==> src/rtl/csr_access_unit.sv <==
// csr_access_unit: runs one Zicsr instruction (read / merge / write) against
// the CSR file's en/we/busy handshake and reports old value, illegal or timeout.
//
// Ports:
//   clk_i, rstn_i        clock, async active-low reset
//   req_i .. rd_zero_i   decoded instruction, accepted on req_i & ready_o
//   ready_o, done_o      idle indication, one-cycle completion pulse
//   rd_data_o            old CSR value (valid with done_o)
//   illegal_o, timeout_o completion status (valid with done_o)
//   csr_en_o .. csr_ro_i CSR file strobe, address, data and status
module csr_access_unit #(
   parameter int CSR_DATA_WIDTH = 32,
   parameter int CSR_ADDR_WIDTH = 12,
   parameter int CSR_TIMEOUT    = 16
) (
   input  logic                      clk_i,
   input  logic                      rstn_i,
   input  logic                      req_i,
   input  logic [2:0]                op_i,
   input  logic [CSR_ADDR_WIDTH-1:0] addr_i,
   input  logic [CSR_DATA_WIDTH-1:0] rs1_val_i,
   input  logic [4:0]                uimm_i,
   input  logic                      rs1_zero_i,
   input  logic                      rd_zero_i,
   output logic                      ready_o,
   output logic                      done_o,
   output logic [CSR_DATA_WIDTH-1:0] rd_data_o,
   output logic                      illegal_o,
   output logic                      timeout_o,
   output logic                      csr_en_o,
   output logic                      csr_we_o,
   output logic [CSR_ADDR_WIDTH-1:0] csr_addr_o,
   output logic [CSR_DATA_WIDTH-1:0] csr_data_o,
   input  logic [CSR_DATA_WIDTH-1:0] csr_data_i,
   input  logic                      csr_busy_i,
   input  logic                      csr_exists_i,
   input  logic                      csr_ro_i
);

   localparam int CW = $clog2(CSR_TIMEOUT + 1);

   typedef enum logic [2:0] {
      IDLE, CHECK, RD_ISSUE, RD_WAIT,
      WR_ISSUE, WR_WAIT, DONE
   } state_t;

   state_t state_q, state_d;

   logic [1:0]                kind_q;
   logic [CSR_ADDR_WIDTH-1:0] addr_q;
   logic [CSR_DATA_WIDTH-1:0] src_q;
   logic [CSR_DATA_WIDTH-1:0] old_q;
   logic [CSR_DATA_WIDTH-1:0] new_val;
   logic                      need_rd_q;
   logic                      need_wr_q;
   logic                      seen_q;
   logic [CW-1:0]             cnt_q;
   logic                      illegal_q;
   logic                      timeout_q;

   logic wait_st;
   logic complete;
   logic expired;
   logic ill_chk;
   logic acc_rw;

   assign wait_st  = (state_q == RD_WAIT) || (state_q == WR_WAIT);
   // completion needs a busy pulse seen earlier in this wait state
   assign complete = seen_q & ~csr_busy_i;
   assign expired  = (cnt_q == CW'(CSR_TIMEOUT - 1));
   assign ill_chk  = (kind_q == 2'b00) | ~csr_exists_i
                   | (csr_ro_i & need_wr_q);
   assign acc_rw   = (op_i[1:0] == 2'b01);
   assign csr_addr_o = addr_q;

   always_comb begin
      new_val = src_q;
      unique case (1'b1)
         kind_q == 2'b10: new_val = old_q | src_q;
         kind_q == 2'b11: new_val = old_q & ~src_q;
         default:         new_val = src_q;
      endcase
   end

   always_ff @(posedge clk_i or negedge rstn_i) begin
      if (!rstn_i) state_q <= IDLE;
      else         state_q <= state_d;
   end

   always_comb begin
      state_d    = state_q;
      ready_o    = 1'b0;
      done_o     = 1'b0;
      csr_en_o   = 1'b0;
      csr_we_o   = 1'b0;
      csr_data_o = '0;
      rd_data_o  = '0;
      illegal_o  = 1'b0;
      timeout_o  = 1'b0;
      unique case (state_q)
         IDLE: begin
            ready_o = 1'b1;
            if (req_i) state_d = CHECK;
         end
         CHECK: begin
            if (ill_chk)        state_d = DONE;
            else if (need_rd_q) state_d = RD_ISSUE;
            else                state_d = WR_ISSUE;
         end
         RD_ISSUE: begin
            // hold off while a previous access still keeps the file busy
            if (!csr_busy_i) begin
               csr_en_o = 1'b1;
               state_d  = RD_WAIT;
            end
         end
         RD_WAIT: begin
            if (complete)
               state_d = need_wr_q ? WR_ISSUE : DONE;
            else if (expired)
               state_d = DONE;
         end
         WR_ISSUE: begin
            csr_we_o   = 1'b1;
            csr_data_o = new_val;
            if (!csr_busy_i) begin
               csr_en_o = 1'b1;
               state_d  = WR_WAIT;
            end
         end
         WR_WAIT: begin
            if (complete || expired) state_d = DONE;
         end
         DONE: begin
            done_o    = 1'b1;
            rd_data_o = old_q;
            illegal_o = illegal_q;
            timeout_o = timeout_q;
            state_d   = IDLE;
         end
         default: state_d = IDLE;
      endcase
   end

   always_ff @(posedge clk_i or negedge rstn_i) begin
      if (!rstn_i) begin
         kind_q    <= '0;
         addr_q    <= '0;
         src_q     <= '0;
         old_q     <= '0;
         need_rd_q <= 1'b0;
         need_wr_q <= 1'b0;
         seen_q    <= 1'b0;
         cnt_q     <= '0;
         illegal_q <= 1'b0;
         timeout_q <= 1'b0;
      end else begin
         if (state_q == IDLE && req_i) begin
            kind_q    <= op_i[1:0];
            addr_q    <= addr_i;
            src_q     <= op_i[2] ? CSR_DATA_WIDTH'(uimm_i)
                                 : rs1_val_i;
            need_rd_q <= ~(acc_rw & rd_zero_i);
            need_wr_q <= acc_rw | (op_i[2] ? (uimm_i != 5'd0)
                                            : ~rs1_zero_i);
            old_q     <= '0;
            illegal_q <= 1'b0;
            timeout_q <= 1'b0;
         end
         if (state_q == CHECK) illegal_q <= ill_chk;
         if (wait_st) begin
            seen_q <= seen_q | csr_busy_i;
            cnt_q  <= cnt_q + 1'b1;
         end else begin
            seen_q <= 1'b0;
            cnt_q  <= '0;
         end
         if (state_q == RD_WAIT && complete) old_q <= csr_data_i;
         if (wait_st && !complete && expired) begin
            timeout_q <= 1'b1;
            old_q     <= '0;
         end
      end
   end

endmodule

==> config.mk <==
export PLATFORM = sky130hd
export DESIGN_NAME = csr_access_unit
export DESIGN_NICKNAME = d
export VERILOG_FILES = /design/src/rtl/csr_access_unit.sv
export SDC_FILE = /design/constraint.sdc
export NUM_CORES = 1
export LEC_CHECK = 0
export ABC_CLOCK_PERIOD_IN_PS = 2100
export CAP_MARGIN = 40
export CELL_PAD_IN_SITES_DETAIL_PLACEMENT = 0
export CELL_PAD_IN_SITES_GLOBAL_PLACEMENT = 1
export CORE_UTILIZATION = 32
export CTS_CLUSTER_SIZE = 10
export DETAILED_ROUTE_END_ITERATION = 7
export HOLD_SLACK_MARGIN = 0.1
export PLACE_DENSITY_LB_ADDON = 0.3
export SLEW_MARGIN = 40
export SYNTH_ARGS = -nofsm -noshare
export SYNTH_HDL_FRONTEND = slang
export SYNTH_SLANG_ARGS = --single-unit
==> constraint.sdc <==
create_clock -name clk_i -period 2.1 [get_ports clk_i]
set_input_delay 0.42 -clock clk_i [delete_from_list [all_inputs] [get_ports clk_i]]
set_output_delay 0.42 -clock clk_i [all_outputs]
set_load 0.01 [all_outputs]
==> metrics <==
Syn-to-layout area delta=48.5%; Post-Layout Cell Count=892; Seq/Total Area, Yosys=50.0%; Initial Util=32.8%; Post-synth EDFFs=0; #FFs+latches synth=91; Detailed Route WL=13,500 µm; fin crit share=98.2%; Yosys top cell area share=50.0%; drt pass-1 iters=4; gr ovfl total=0; Clock Latency Late Sink=340 ps; CTS tree=done; vias in the first global route=4,265; post-route minimum period=2060 ps; Crit. Startpoint=state_q[0]$_DFFE_PN0P_; die outline width=121 µm; maxcap violations=0; n_diodes=0; initial antenna violation count=0; Worst VDD drop=522 µV; Worst Path Required=1680 ps; WL/cell=15.1 µm; status=finished, final reports clean; async set-or-reset flop fraction in the synthesized netlist=100%; Rel. slew slack=70.0%; chip height=121 µm; initial DRC count=175; Final setup violation count=0; Area contributors post-synth=dfrtp_1 (50%), nand2_1 (9.3%), a22o_1 (6.2%), nor2_1 (6.1%), and2_1 (4.9%); final hold viol count=0; DR vias/cell=4.79; Min-Delay Path Class=in2async; Total Power=7.49 mW; clk sinks=91; top_reg_cell synth=dfrtp_1; crit-path cells=nor3b_4, buf_6, buf_4, and2_1, dlygate4sd2_1; share of post-route cells with drive strength above 1=15.7%; R2R setup slack=140 ps; Worst Tran Pin Value=449 ps; post-synth net total=621; Longest Clk Path Bufs=2; PD cells=1110 mW/mm²; crit path max-delay cell type=dfrtp_1; dpl cells=870; crit-path max cell delay=410 ps; Leak=3.21 nW; Synth area leader=dfrtp_1; Antenna Nets Post-Route=0; commonest cells in the netlist=nand2_1 (113), dfrtp_1 (91), nor2_1 (74); final core occ=48.7%; Setup crit start kind=register; CP max FO=8; CP endpoint kind=output pin; via count=4,270; worst path bufs/invs=3; synthesized area=0.00455 mm²; setup TNS=0 ps; first-pass GRT wire length=21,500 µm; CTS Buf Count=9; skew final=4.69 ps; mean area per synthesized cell=8.64 µm²; Synth Instances=527; GRT Total Usage=19.1%; Die ar.=0.0147 mm²; htree depth=3; fin worst setup slack=38.2 ps; IO Port Bufs=173; Slew Limit Fails=0; most numerous cell in the Yosys netlist=nand2_1; origin of the critical flop-to-flop path=cnt_q[0]$_DFF_PN0_; CP top delay family=buffers and inverters; Yosys cell types=38; maximum clock frequency=485 MHz; Ports=174; global placement routability congestion=0.812; # DRC=0; largest net degree at the start of global routing=57; CTS clk-pin slew, worst paths=60 ps; critical path type=reg2out; Final #Nets=802; cell row count=43; HPWL after DPL=9550 µm; crit path DAT=1640 ps; Setup Slack @ Placement=1.73 ps; unrepaired setup endpoints after global routing=true; Core Box Area=0.0139 mm²; yosys warns=0; root buf cell=clkbuf_16
-- cell families after synthesis --
| logic type | synth area share (%) |
|---|---|
| simple gates | 27.6 |
| compound gates | 15.9 |
| flops | 50.0 |
| buf+inv | 4.07 |
| mux | 1.10 |
| xor+xnor | 0.770 |
| fa+ha+maj | 0.550 |
-- routing by layer --
metal	GRT usage, %	vias to the layer above	share of wire (%)
met2	32.3	130	49
met5	0	-	0
li1	-	2110	-
met3	3.99	14	5.7
met4	6.94	0	1.4
met1	23.9	2016	44
-- worst register-to-register path, cell delays in order (launching register included) --
cell and delay (ps):
dfrtp_1 400, ha_1 230, and3_1 200, ha_1 220, and4b_1 230, nor3_4 290, buf_12 200, a22o_1 150
-- layout make-up --
type	count	area, µm²
inverters	3	11.3
clock inverters	5	77.6
clock buffers	10	239
repair buffers	206	1820
multi-input cells	397	2110
well taps	180	225
fillers	1391	7120
flip-flops and latches	91	2280
-- path summary, 6_finish.rpt --
| path | endpoint | cells after the start |
|---|---|---|
| worst max-delay path | rd_data_o[20] | 5 |
| worst min-delay path | old_q[15]$_DFFE_PN0P_ | 2 |
| worst max register to register | old_q[16]$_DFFE_PN0P_ | 7 |
| worst min register to register | cnt_q[0]$_DFF_PN0_ | 1 |
| max in group asynchronous | old_q[27]$_DFFE_PN0P_ | 3 |
| min in group clk_i | cnt_q[0]$_DFF_PN0_ | 1 |
-- repair_timing --
action                                 in CTS  in global routing
gates resized for setup                    77                119
hold buffers                                1                  0
setup buffers                               2                  1
endpoints found under the hold margin       8                  0
setup endpoints to repair                  70                 70
cloned                                      2                  1
-- through the flow --
stage               hold WS [ps]  cell area, µm²
global route                 455            6760
finish                       443            6760
floorplan                    124            4550
detailed placement           260            6640
global placement             259            6640
CTS                          436            6920
-- registers in the layout, indices dropped and copies added, names as in the netlist --
name	flops
kind_q	2
state_q	3
cnt_q	5
need_rd_q	1
illegal_q	1
timeout_q	1
need_wr_q	1
seen_q	1
csr_addr_o	12
src_q	32
old_q	32
-- layout by cell type (no fill, tap or decap), drive strengths merged, types with 2 or more instances in the layout --
master         Yosys  routed
clkdlybuf4s50      0     102
ha                 2       2
a21oi             35      35
clkbuf            25      65
xor2               2       2
xnor2              2       2
buf               11      32
nor3               5       5
and2              36      36
clkdlybuf4s15      0       6
bufinv             0       2
o21ai             38      38
inv                3       3
clkinv             0       2
and3               3       3
dfrtp             91      91
nand3              2       2
a22o              32      32
nand2            113     113
nor2              74      74
nand2b            27      27
dlygate4sd2        0      10
mux2i              5       5
a31oi              3       3
nor2b              5       5
-- report_power, final --
group / internal, mW / switching, mW / leakage (nW) / total, mW
clock: 1.06 / 0.661 / 0.154 / 1.72
sequential: 2.36 / 0.448 / 1.20 / 2.81
combinational: 1.40 / 1.55 / 1.85 / 2.95
total: 4.83 / 2.66 / 3.21 / 7.49
Power figures use the tool's default switching activity.
